**src/rtl/if_fetch_pkg.sv**
```systemverilog
// Shared fetch-stage types and defaults: state encoding, word/address widths
// and the reset/NOP constants also used by the IF/ID and ID/EX buffers.
package if_fetch_pkg;

    localparam int WORD_W = 32;
    localparam int ADDR_W = 32;

    typedef logic [WORD_W-1:0] word_t;
    typedef logic [ADDR_W-1:0] addr_t;

    localparam word_t NOP_INSTR_DEFAULT = 32'h0000_0000;
    localparam addr_t RESET_PC_DEFAULT  = 32'h0000_0000;

    typedef enum logic [1:0] {
        S_RESET,
        S_REQ,
        S_HOLD,
        S_DRAIN
    } fetch_state_t;

    // Word-addressed PC: sequential fetch wraps modulo 2^32.
    function automatic addr_t pc_inc(input addr_t pc);
        return pc + addr_t'(1);
    endfunction

endpackage

```
**src/rtl/if_fetch_fsm.sv**
```systemverilog
// Fetch control FSM: tracks the single outstanding instruction-memory request
// and decides when to hold a captured word or drain an abandoned request.
module if_fetch_fsm
    import if_fetch_pkg::*;
(
    input  logic         clk,
    input  logic         rst_n,
    input  logic         stall,
    input  logic         redirect,
    input  logic         imem_ack,
    output fetch_state_t state,
    output logic         imem_req
);

    fetch_state_t state_reg;
    fetch_state_t state_next;

    assign state = state_reg;

    always_ff @(posedge clk) begin
        if (!rst_n) begin
            state_reg <= S_RESET;
        end else begin
            state_reg <= state_next;
        end
    end

    always_comb begin
        state_next = state_reg;
        imem_req   = 1'b0;
        case (state_reg)
            S_RESET: begin
                state_next = S_REQ;
            end
            S_REQ: begin
                imem_req = 1'b1;
                if (redirect) begin
                    // An unanswered request must be drained before refetching.
                    state_next = imem_ack ? S_REQ : S_DRAIN;
                end else if (stall && imem_ack) begin
                    state_next = S_HOLD;
                end
            end
            S_HOLD: begin
                if (redirect || !stall) begin
                    state_next = S_REQ;
                end
            end
            S_DRAIN: begin
                if (imem_ack) begin
                    state_next = S_REQ;
                end
            end
            default: begin
                state_next = S_RESET;
            end
        endcase
    end

endmodule

```
**src/rtl/if_fetch_stage.sv**
```systemverilog
// Instruction-fetch stage: owns the fetch PC, the stall hold register and the
// instr/pc/pc_plus1/valid outputs that feed the IF/ID buffer.
module if_fetch_stage
    import if_fetch_pkg::*;
#(
    parameter logic [ADDR_W-1:0] RESET_PC  = RESET_PC_DEFAULT,
    parameter logic [WORD_W-1:0] NOP_INSTR = NOP_INSTR_DEFAULT
) (
    input  logic              clk,
    input  logic              rst_n,
    input  logic              stall,
    input  logic              redirect,
    input  logic [ADDR_W-1:0] redirect_pc,
    output logic              imem_req,
    output logic [ADDR_W-1:0] imem_addr,
    input  logic [WORD_W-1:0] imem_rdata,
    input  logic              imem_ack,
    output logic [WORD_W-1:0] instr_out,
    output logic [ADDR_W-1:0] pc_out,
    output logic [ADDR_W-1:0] pc_plus1_out,
    output logic              valid_out
);

    fetch_state_t state;

    addr_t fetch_pc_reg;
    word_t hold_instr_reg;
    addr_t hold_pc_reg;
    word_t instr_reg;
    addr_t pc_reg;
    addr_t pc_plus1_reg;
    logic  valid_reg;

    logic  capture;

    if_fetch_fsm u_fsm (
        .clk      (clk),
        .rst_n    (rst_n),
        .stall    (stall),
        .redirect (redirect),
        .imem_ack (imem_ack),
        .state    (state),
        .imem_req (imem_req)
    );

    // Acks are only meaningful while a live request is on the bus.
    assign capture   = (state == S_REQ) && imem_ack;
    assign imem_addr = fetch_pc_reg;

    always_ff @(posedge clk) begin
        if (!rst_n) begin
            fetch_pc_reg <= RESET_PC;
            valid_reg    <= 1'b0;
            instr_reg    <= NOP_INSTR;
            pc_reg       <= '0;
            pc_plus1_reg <= '0;
        end else if (state == S_RESET) begin
            if (redirect) begin
                fetch_pc_reg <= redirect_pc;
            end
        end else if (redirect) begin
            fetch_pc_reg <= redirect_pc;
            valid_reg    <= 1'b0;
            instr_reg    <= NOP_INSTR;
        end else if (stall) begin
            if (capture) begin
                hold_instr_reg <= imem_rdata;
                hold_pc_reg    <= fetch_pc_reg;
                fetch_pc_reg   <= pc_inc(fetch_pc_reg);
            end
        end else begin
            case (state)
                S_REQ: begin
                    if (capture) begin
                        valid_reg    <= 1'b1;
                        instr_reg    <= imem_rdata;
                        pc_reg       <= fetch_pc_reg;
                        pc_plus1_reg <= pc_inc(fetch_pc_reg);
                        fetch_pc_reg <= pc_inc(fetch_pc_reg);
                    end else begin
                        valid_reg <= 1'b0;
                        instr_reg <= NOP_INSTR;
                    end
                end
                S_HOLD: begin
                    // fetch_pc was already advanced when the word was captured.
                    valid_reg    <= 1'b1;
                    instr_reg    <= hold_instr_reg;
                    pc_reg       <= hold_pc_reg;
                    pc_plus1_reg <= pc_inc(hold_pc_reg);
                end
                default: begin
                    valid_reg <= 1'b0;
                    instr_reg <= NOP_INSTR;
                end
            endcase
        end
    end

    assign valid_out    = valid_reg;
    assign instr_out    = instr_reg;
    assign pc_out       = pc_reg;
    assign pc_plus1_out = pc_plus1_reg;

endmodule

```
**config.mk**
```make
export PLATFORM = sky130hd
export DESIGN_NAME = if_fetch_stage
export DESIGN_NICKNAME = d
export VERILOG_FILES = /design/src/rtl/if_fetch_pkg.sv /design/src/rtl/if_fetch_fsm.sv /design/src/rtl/if_fetch_stage.sv
export SDC_FILE = /design/constraint.sdc
export NUM_CORES = 1
export LEC_CHECK = 0
export ABC_AREA = 1
export CORE_MARGIN = 1.5
export CORE_UTILIZATION = 42
export CTS_BUF_LIST = sky130_fd_sc_hd__clkbuf_16
export DETAILED_ROUTE_END_ITERATION = 12
export PLACE_DENSITY = 0.7
export SLEW_MARGIN = 5
export SYNTH_ARGS = -nofsm -noshare
export SYNTH_HDL_FRONTEND = slang
export SYNTH_SLANG_ARGS = --single-unit
```
**constraint.sdc**
```tcl
create_clock -name clk -period 8.2 [get_ports clk]
set_clock_uncertainty 0.2 [all_clocks]
set_input_delay 1.64 -clock clk [delete_from_list [all_inputs] [get_ports clk]]
set_output_delay 1.64 -clock clk [all_outputs]
set_load 0.1 [all_outputs]
```
Yosys cells after proc, flatten, opt, wreduce, memory -nomap -nowiden --
Index checks and enable logic that the tools add are counted.
Storage, ports and cells: register bits 195, bits of input ports 69, output and inout port bits 130, logic and storage cells 59
Cells by class: add/subtract/negate cells 2, equality and inequality tests 9, muxes and demuxes 25, bitwise operators 3, reductions and logical operators 12
Operators with widths (number):
- $mux W32 | 11
- $pmux W32 S2 | 3
- $add A32 B1 Y32 const B | 2
- $mux W2 | 5
- $reduce_and A5 Y1 | 2
- $pmux W2 S4 | 1
- $ne A2 B2 Y1 const B | 3
- $eq A2 B2 Y1 const B | 2
- $mux W1 | 4
- $ne A2 B1 Y1 const B | 2
- $reduce_and A2 Y1 | 2
- $ne A3 B2 Y1 const B | 1
- $not A1 Y1 | 3
- $reduce_and A3 Y1 | 1
- $reduce_bool A3 Y1 | 1
- $eq A2 B1 Y1 const B | 1
- $logic_and A1 B1 Y1 | 2
- $logic_not A2 Y1 | 1
- $pmux W1 S2 | 1
- $reduce_bool A2 Y1 | 1
- $logic_not A1 Y1 | 1
- $logic_or A1 B1 Y1 | 1

Depth between registers and ports, before layout --
Gate-level depths: netlist of the first run.
depth after elaboration 7, depth in mapped cells 11, depth with buffers taken out 11

Cells and area by module --
Synthesis of the first run repeated with hierarchy kept, for this count alone.
Unflattened totals: cells, all modules 1271, area total of the unflattened synthesis 9554.2 um2
Modules (own cells, without submodules):
- if_fetch_stage | times used 1, cells an instance 1246, area each 9420.3 um2, seq. area each 4504.3 um2
- if_fetch_fsm | times used 1, cells an instance 25, area each 133.9 um2, seq. area each 40.0 um2

Least setup slack after synthesis of the first run --
OpenSTA, ideal clock, no wires.
path kind input to register, from input rst_n, to register hold_instr_reg[0] (enable), library setup time 0.565 ns, arrival 6.696 ns, required time 7.435 ns, slack 0.739 ns, stages 4, path buffers 2, path through clkbuf_1 -> clkinv_1 -> clkbuf_1 -> nor3_1
Between the ends: longest elaborated chain between the ends 1
RTL lines:
- from (decl) | RTL line if_fetch_stage.sv:10 | input logic rst_n,
- $reduce_and A5 Y1 (no source line)
- to (signal assigned) | RTL line if_fetch_stage.sv:67 | hold_instr_reg <= imem_rdata;
- to (decl) | RTL line if_fetch_stage.sv:27 | word_t hold_instr_reg;
No other way between the ends. A chain may end at the register's enable or synchronous reset.

Worst setup path in the final report of the first run --
from input redirect, to register pc_plus1_reg[15] (netlist: pc_plus1_out[15])
Between the ends: longest elaborated chain between the ends 2
RTL lines:
- from (decl) | RTL line if_fetch_stage.sv:12 | input logic redirect,
- $not A1 Y1 (no source line)
- $reduce_and A5 Y1 (no source line)
- to (signal assigned) | RTL line if_fetch_stage.sv:78 | pc_plus1_reg <= pc_inc(fetch_pc_reg);
- to (signal assigned) | RTL line if_fetch_stage.sv:90 | pc_plus1_reg <= pc_inc(hold_pc_reg);
- to (decl) | RTL line if_fetch_stage.sv:31 | addr_t pc_plus1_reg;
No other way between the ends.

==> results of run 1 <==
-- worst min-delay path, cell delays in order (launching register included) --
cell	delay, ns
dfxtp_1	0.31
nand2_1	0.06
a21oi_1	0.05
-- synth_stat cells (all sizes together) --
cell type / count / area, sq um
a22o: 32 / 280
clkinv: 3 / 11.3
clkbuf: 39 / 146
a211oi: 1 / 7.51
o22ai: 4 / 25.0
nand4: 5 / 31.3
edfxtp: 64 / 1920
nor3: 1 / 5.00
a21o: 1 / 7.51
ha: 6 / 75.1
inv: 71 / 267
o21ai: 107 / 536
o211ai: 5 / 37.5
or2: 5 / 31.3
dfxtp: 131 / 2620
xnor2: 7 / 61.3
a221oi: 1 / 8.76
xor2: 12 / 105
nand3: 79 / 405
a21oi: 86 / 430
a31oi: 36 / 225
buf: 25 / 138
o21a: 7 / 52.6
o21bai: 7 / 56.3
nand2: 384 / 1450
nand3b: 12 / 90.1
nor2: 117 / 507
-- power by group through the flow --
stage          logic [mW]  clock network, mW  registers, mW
4_1_cts             0.687              0.856           1.10
3_3_place_gp        0.682                  0           1.12
5_1_grt             0.726              0.898           1.11
6_report            0.687              0.847           1.10
3_5_place_dp        0.685                  0           1.12
2_1_floorplan       0.223                  0           1.38
-- placed cells by master (no fill, tap or decap), types with 3 or more instances in the layout --
master	instances
nand2_1	379
clkdlybuf4s50_1	197
dfxtp_1	131
o21ai_0	102
nor2_1	100
a21oi_1	86
nand3_1	77
inv_1	67
edfxtp_1	64
a31oi_1	36
a22o_1	32
clkbuf_16	17
nor2_2	12
nand3b_1	12
xor2_1	12
buf_4	9
o21a_1	7
xnor2_1	7
o21bai_1	6
nor2_4	5
nand2_2	5
nand4_1	5
o21ai_1	5
o211ai_1	5
ha_1	5
inv_2	4
or2_2	4
o22ai_1	4
inv_8	4
clkinv_8	4
clkinv_1	3
inv_6	3
-- logic make-up after synthesis --
family,Yosys count
adders and majority gates,6
buffers and inverters,138
xor gates and xnor gates,19
and+or+nand+nor,603
DFF,195
AOI/OAI and AO/OA,287
-- per-stage QoR --
| stage | setup slack [ns] | hold WS (ns) |
|---|---|---|
| floorplan | 0.739 | 0.273 |
| global placement | 3.15 | 0.251 |
| detailed placement | 3.09 | 0.257 |
| CTS | 3.53 | 0.268 |
| global route | 3.24 | 0.281 |
| finish | 3.48 | 0.266 |
-- area by class of cell --
class | count | area [sq um] | share of cell area
multi-input cells | 915 | 4450 | 0.363
flip-flops and latches | 195 | 4540 | 0.370
well taps | 280 | 350 | 0.0286
inverters | 74 | 278 | 0.0226
repair buffers | 207 | 2040 | 0.167
clock inverters | 15 | 178 | 0.0145
clock buffers | 17 | 425 | 0.0347
-- worst paths after layout --
check                                    start                to  slack (ns)  cells after the start
worst max register to register  u_fsm.state[0]  pc_plus1_out[15]        4.47                     10
worst min register to register   instr_out[15]     instr_out[15]        0.27                      2
worst max-delay path                  redirect  pc_plus1_out[15]        3.48                      9
worst min-delay path             instr_out[15]     instr_out[15]        0.27                      2
-- per-layer routing --
metal	routed length [um]	share of wire	GRT usage	vias up
li1	-	-	-	4539
met1	13700	0.44	0.365	4324
met2	14600	0.47	0.427	351
met3	2140	0.068	0.0440	47
met4	859	0.027	0.0985	0
met5	0	0	0	-
==> metrics.txt, run 1 <==
# TYPE chip_impl_metric gauge
chip_impl_info{name="outcome",value="complete, no violations"} 1
chip_impl_metric{name="path_clk_slew",unit="ns"} 0.08
chip_impl_metric{name="cts_buffers",unit=""} 17
chip_impl_metric{name="finalSetupTns",unit="ns"} 0
chip_impl_metric{name="fmax",unit="MHz"} 212
chip_impl_metric{name="drc_viols",unit=""} 0
chip_impl_metric{name="synth_simple_gate_area_share",unit=""} 0.265
chip_impl_metric{name="dp_hpwl",unit="mm"} 22.0
chip_impl_metric{name="power.internal",unit="mW"} 1.63
chip_impl_metric{name="grt.total_usage",unit=""} 0.267
chip_impl_metric{name="critPathMaxFanout",unit=""} 44
chip_impl_metric{name="design.die.area",unit="sq um"} 23600
chip_impl_metric{name="p_sw_frac",unit=""} 0.381
chip_impl_metric{name="globalRoute.totalOverflow",unit=""} 0
chip_impl_metric{name="avgViaCountPerCell",unit=""} 5.44
chip_impl_metric{name="synthMuxAreaShare",unit=""} 0
chip_impl_info{name="critPathKind",value="in -> reg"} 1
chip_impl_metric{name="power.share.clock",unit=""} 0.321
chip_impl_metric{name="wire_length_of_the_first_global_routing_pass",unit="mm"} 49.0
chip_impl_metric{name="die_height",unit="um"} 154
chip_impl_info{name="setup_repair_after_global_routing_missed_its_margin",value="false"} 1
chip_impl_metric{name="floorplan.core_area",unit="sq um"} 22000
chip_impl_metric{name="layout-drive-gt1-share",unit=""} 0.0541
chip_impl_metric{name="clock_tree.htree_level_count",unit=""} 4
chip_impl_metric{name="report.power.total",unit="mW"} 2.64
chip_impl_metric{name="core_rows",unit=""} 54
chip_impl_metric{name="synth_seq_cells",unit=""} 195
chip_impl_info{name="cts_tree",value="built"} 1
chip_impl_metric{name="synth.avg_cell_area",unit="sq um"} 7.64
chip_impl_info{name="clk_tree_root_cell",value="clkbuf_16"} 1
chip_impl_info{name="critical_path.top_delay_family",value="simple AND/OR/NAND/NOR gates"} 1
chip_impl_metric{name="timing.final.max_slew_violations",unit=""} 0
chip_impl_metric{name="dieWidth",unit="um"} 154
chip_impl_metric{name="p_seq_frac",unit=""} 0.419
chip_impl_metric{name="grt_pass1_vias",unit=""} 8569
chip_impl_metric{name="switchingPower",unit="mW"} 1.00
chip_impl_metric{name="postSynthCellCount",unit=""} 1248
chip_impl_metric{name="clock_sink_count",unit=""} 195
chip_impl_metric{name="postLayoutCellArea",unit="sq um"} 12300
chip_impl_metric{name="power.density",unit="nW/um^2"} 215
chip_impl_info{name="start_kind",value="input pin"} 1
chip_impl_metric{name="critical_path_arrival",unit="ns"} 4.86
chip_impl_metric{name="initial_standard_cell_utilization_of_the_core",unit=""} 0.433
chip_impl_metric{name="detail_route.iter0.violations",unit=""} 766
chip_impl_metric{name="routed-via-count",unit=""} 9261
chip_impl_metric{name="yosys.cell_types.count",unit=""} 37
chip_impl_metric{name="area.growth.synth_to_final",unit="%"} 28.6
chip_impl_metric{name="buffers_from_clock_root_to_sink_at_most",unit=""} 2
chip_impl_metric{name="fin_cells",unit=""} 1703
chip_impl_metric{name="critical-path-max-stage-delay",unit="ns"} 0.67
chip_impl_metric{name="critPathBufInv",unit=""} 3
chip_impl_metric{name="mappedNetlistArea",unit="sq um"} 9540
chip_impl_metric{name="post-cts-setup-buffer-count",unit=""} 0
chip_impl_metric{name="timing.final.crit_share",unit=""} 0.576
chip_impl_metric{name="number_of_nets_in_the_layout",unit=""} 1485
chip_impl_metric{name="tightest_slew",unit="ns"} 1.20
chip_impl_metric{name="yosysWarnings",unit=""} 0
chip_impl_metric{name="post_cts_resize_count",unit=""} 0
chip_impl_metric{name="count_of_endpoints_failing_hold_in_the_final_timing_report",unit=""} 0
chip_impl_metric{name="top_level_ports",unit=""} 199
chip_impl_metric{name="static-leakage-power",unit="nW"} 4.39
chip_impl_metric{name="grt_start_max_net_pins",unit=""} 100
chip_impl_info{name="chain_of_cells_forming_the_critical_path",value="clkdlybuf4s50_1 > nor2_4 > nand3_2 > nor2_4 > buf_4 > buf_4 > o21ai_1 > nor2_1 > nor2_1"} 1
chip_impl_metric{name="finalWeightedCongestion",unit=""} 0.921
chip_impl_metric{name="placedInstanceArea",unit="sq um"} 11700
chip_impl_metric{name="setup_violations",unit=""} 0
chip_impl_metric{name="max-slew-margin-rel",unit=""} 0.200
chip_impl_metric{name="finalCriticalPeriod",unit="ns"} 4.72
chip_impl_metric{name="detail_route.wl_per_cell",unit="um"} 18.4
chip_impl_metric{name="initial_antenna_violation_count",unit=""} 0
chip_impl_metric{name="wl",unit="mm"} 31.3
chip_impl_metric{name="synthAdderAreaFrac",unit=""} 0.00787
chip_impl_metric{name="worst_vdd_ir",unit="uV"} 116
chip_impl_metric{name="drv_cap",unit=""} 0
chip_impl_metric{name="area_fraction_in_compound_gates_after_synthesis",unit=""} 0.175
chip_impl_metric{name="drt_pass1_iterations",unit=""} 6
chip_impl_metric{name="port_buffers",unit=""} 198
chip_impl_metric{name="core_utilization_of_the_finished_layout",unit=""} 0.557
chip_impl_metric{name="placed_cells_incl_taps",unit=""} 1671
chip_impl_metric{name="critical_path_required",unit="ns"} 8.34
chip_impl_metric{name="remaining_antenna_violation_count_after_routing",unit=""} 0
chip_impl_info{name="slowest_stage",value="nor2_4"} 1
chip_impl_info{name="largest_family_of_logic_cells_by_synthesized_area",value="simple AND/OR/NAND/NOR gates"} 1
chip_impl_metric{name="post_cts_hold_buffers",unit=""} 0
chip_impl_metric{name="synth.yosys.seq_area_share",unit=""} 0.476
chip_impl_info{name="setup.worst_path.end_class",value="flip-flop"} 1
chip_impl_metric{name="synth_nets",unit=""} 1323
chip_impl_metric{name="clk_latency",unit="ns"} 0.45
chip_impl_metric{name="antenna_cells",unit=""} 0
chip_impl_info{name="class_of_the_most_critical_hold_timing_path",value="reg -> reg"} 1
chip_impl_metric{name="final.fill_count",unit=""} 2073
chip_impl_metric{name="comb_power_share",unit=""} 0.260
chip_impl_metric{name="synth_xor_area_frac",unit=""} 0.0174
Note: power is estimated with default switching activity, not from simulation.
==> inputs of run 2 (changes only) <==
clock period = 4.8 ns   (was 8.2 ns; I/O delays follow)
==> metrics.txt, run 2 (synthesis gave the netlist of run 1 again) <==
# TYPE chip_impl_metric gauge
chip_impl_metric{name="worst_vdd_ir",unit="uV"} 228
chip_impl_metric{name="post_cts_resize_count",unit=""} 0
chip_impl_metric{name="critPathMaxFanout",unit=""} 8
chip_impl_metric{name="critical_path_required",unit="ns"} 3.64
chip_impl_metric{name="finalCriticalPeriod",unit="ns"} 3.50
chip_impl_info{name="chain_of_cells_forming_the_critical_path",value="clkdlybuf4s50_1"} 1
chip_impl_metric{name="detail_route.wl_per_cell",unit="um"} 18.3
chip_impl_metric{name="design.die.area",unit="sq um"} 23600
chip_impl_info{name="class_of_the_most_critical_hold_timing_path",value="reg -> reg"} 1
chip_impl_metric{name="clock_tree.htree_level_count",unit=""} 4
chip_impl_metric{name="fin_cells",unit=""} 1704
chip_impl_metric{name="post_cts_hold_buffers",unit=""} 0
chip_impl_metric{name="finalSetupTns",unit="ns"} 0
chip_impl_info{name="hold_path_endpoint",value="instr_out[12]"} 1
chip_impl_metric{name="critical_path_arrival",unit="ns"} 2.34
chip_impl_metric{name="clk_latency",unit="ns"} 0.46
chip_impl_metric{name="number_of_nets_in_the_layout",unit=""} 1486
chip_impl_metric{name="timing.final.max_slew_violations",unit=""} 0
chip_impl_metric{name="drc_viols",unit=""} 0
chip_impl_metric{name="ff2ff_path_depth",unit=""} 7
chip_impl_metric{name="timing.hold.worst_path_depth",unit=""} 2
chip_impl_metric{name="path_clk_slew",unit="ns"} 0.09
chip_impl_metric{name="wire_length_of_the_first_global_routing_pass",unit="mm"} 48.6
chip_impl_info{name="final_cell_mix",value="379 x nand2_1, 197 x clkdlybuf4s50_1, 131 x dfxtp_1, 102 x o21ai_0, 100 x nor2_1"} 1
chip_impl_metric{name="area.growth.synth_to_final",unit="%"} 29.5
chip_impl_info{name="mostFrequentLayoutCell",value="nand2_1"} 1
chip_impl_metric{name="buffers_from_clock_root_to_sink_at_most",unit=""} 2
chip_impl_info{name="start_kind",value="flip-flop"} 1
chip_impl_metric{name="cts_buffers",unit=""} 17
chip_impl_metric{name="post-cts-setup-buffer-count",unit=""} 0
chip_impl_metric{name="critical-path-max-stage-delay",unit="ns"} 1.23
chip_impl_metric{name="clock_sink_count",unit=""} 195
chip_impl_info{name="clk_tree_root_cell",value="clkbuf_16"} 1
chip_impl_info{name="min_from",value="instr_out[12]"} 1
chip_impl_metric{name="static-leakage-power",unit="nW"} 4.42
chip_impl_metric{name="fmax",unit="MHz"} 286
chip_impl_metric{name="placed_cells_incl_taps",unit=""} 1672
chip_impl_info{name="critical_path.top_delay_family",value="buffers and inverters"} 1
chip_impl_info{name="outcome",value="complete, no violations"} 1
chip_impl_metric{name="layout-drive-gt1-share",unit=""} 0.0548
chip_impl_metric{name="initial_antenna_violation_count",unit=""} 0
chip_impl_metric{name="dieWidth",unit="um"} 154
chip_impl_metric{name="power.density",unit="nW/um^2"} 373
chip_impl_metric{name="drv_cap",unit=""} 0
chip_impl_metric{name="avgViaCountPerCell",unit=""} 5.45
chip_impl_metric{name="grt_start_max_net_pins",unit=""} 114
chip_impl_info{name="setup_repair_after_global_routing_missed_its_margin",value="false"} 1
chip_impl_metric{name="die_height",unit="um"} 154
chip_impl_metric{name="core_rows",unit=""} 54
chip_impl_info{name="rr_startpoint",value="u_fsm.state[1]"} 1
chip_impl_info{name="critical_path.reg2reg.endpoint",value="hold_pc_reg[16]"} 1
chip_impl_metric{name="antenna_cells",unit=""} 0
chip_impl_metric{name="routed-via-count",unit=""} 9281
chip_impl_metric{name="worst-r2r-setup-slack",unit="ns"} 1.92
chip_impl_metric{name="port_buffers",unit=""} 198
chip_impl_metric{name="initial_standard_cell_utilization_of_the_core",unit=""} 0.433
chip_impl_metric{name="floorplan.core_area",unit="sq um"} 22000
chip_impl_metric{name="detail_route.iter0.violations",unit=""} 803
chip_impl_info{name="critPathKind",value="reg -> out"} 1
chip_impl_metric{name="timing.final.crit_share",unit=""} 0.728
chip_impl_metric{name="wl",unit="mm"} 31.2
chip_impl_metric{name="max-slew-margin-rel",unit=""} 0.256
chip_impl_metric{name="grt.total_usage",unit=""} 0.266
chip_impl_metric{name="drt_pass1_iterations",unit=""} 5
chip_impl_metric{name="remaining_antenna_violation_count_after_routing",unit=""} 0
chip_impl_info{name="cts_tree",value="built"} 1
chip_impl_metric{name="top_level_ports",unit=""} 199
chip_impl_info{name="slowest_stage",value="clkdlybuf4s50_1"} 1
chip_impl_metric{name="grt_pass1_vias",unit=""} 8472
chip_impl_metric{name="globalRoute.totalOverflow",unit=""} 0
chip_impl_metric{name="count_of_endpoints_failing_hold_in_the_final_timing_report",unit=""} 0
chip_impl_metric{name="setup_violations",unit=""} 0
chip_impl_metric{name="tightest_slew",unit="ns"} 1.11
chip_impl_metric{name="dp_hpwl",unit="mm"} 22.2
chip_impl_info{name="setup.worst_path.end_class",value="primary output"} 1
chip_impl_metric{name="critPathBufInv",unit=""} 1
chip_impl_metric{name="finalWeightedCongestion",unit=""} 0.905
==> run 2: worst reg2reg max path, cell delays in order (launching register included) <==
cell	delay [ns]
dfxtp_1	0.36
inv_1	0.11
ha_1	0.22
nand2_1	0.08
inv_2	0.45
nand2_1	0.21
nor3_4	0.52
buf_12	0.35
==> run 2: worst max-delay path by stage <==
stage | startpoint | depth (start not counted) | slack [ns] | end
6_report | imem_addr[27] | 1 | 1.30 | imem_addr[27]
3_3_place_gp | imem_ack | 6 | 1.15 | hold_pc_reg[15]
5_1_grt | u_fsm.state[1] | 3 | 1.25 | imem_req
4_1_cts | u_fsm.state[1] | 3 | 1.32 | imem_req
2_1_floorplan | rst_n | 4 | 0.94 | hold_instr_reg[0]
3_5_place_dp | imem_ack | 6 | 1.09 | hold_pc_reg[6]
==> run 2: layer usage <==
metal,part of all wire,global-route usage
met2,0.46,0.429
met4,0.027,0.0957
met5,0,0
met3,0.068,0.0462
met1,0.44,0.359
==> run 2: layout make-up <==
| type | instances | area (sq um) |
|---|---|---|
| Fill cell | 2093 | 9670 |
| Sequential cell | 195 | 4540 |
| Tap cell | 280 | 350 |
| Timing Repair Buffer | 208 | 2080 |
| Inverter | 74 | 278 |
| Multi-Input combinational cell | 915 | 4460 |
| Clock buffer | 17 | 425 |
| Clock inverter | 15 | 221 |
==> run 2: metrics by stage <==
stage	power [mW]	instance area (sq um)	utilization	worst slack [ns]	hold WS, ns
after CTS	4.63	12400	0.561	1.32	0.270
after floorplan	2.75	9550	-	0.936	0.273
after global placement	3.08	11700	0.531	1.15	0.254
after global routing	4.77	12400	0.561	1.25	0.281
after detailed placement	3.09	11700	0.531	1.09	0.257
final	4.61	12400	0.561	1.30	0.268
==> run 2: power breakdown <==
part	switching (mW)	total [mW]	internal (mW)
sequential	0.105	1.89	1.78
combinational	0.866	1.17	0.306
clock	0.805	1.55	0.744
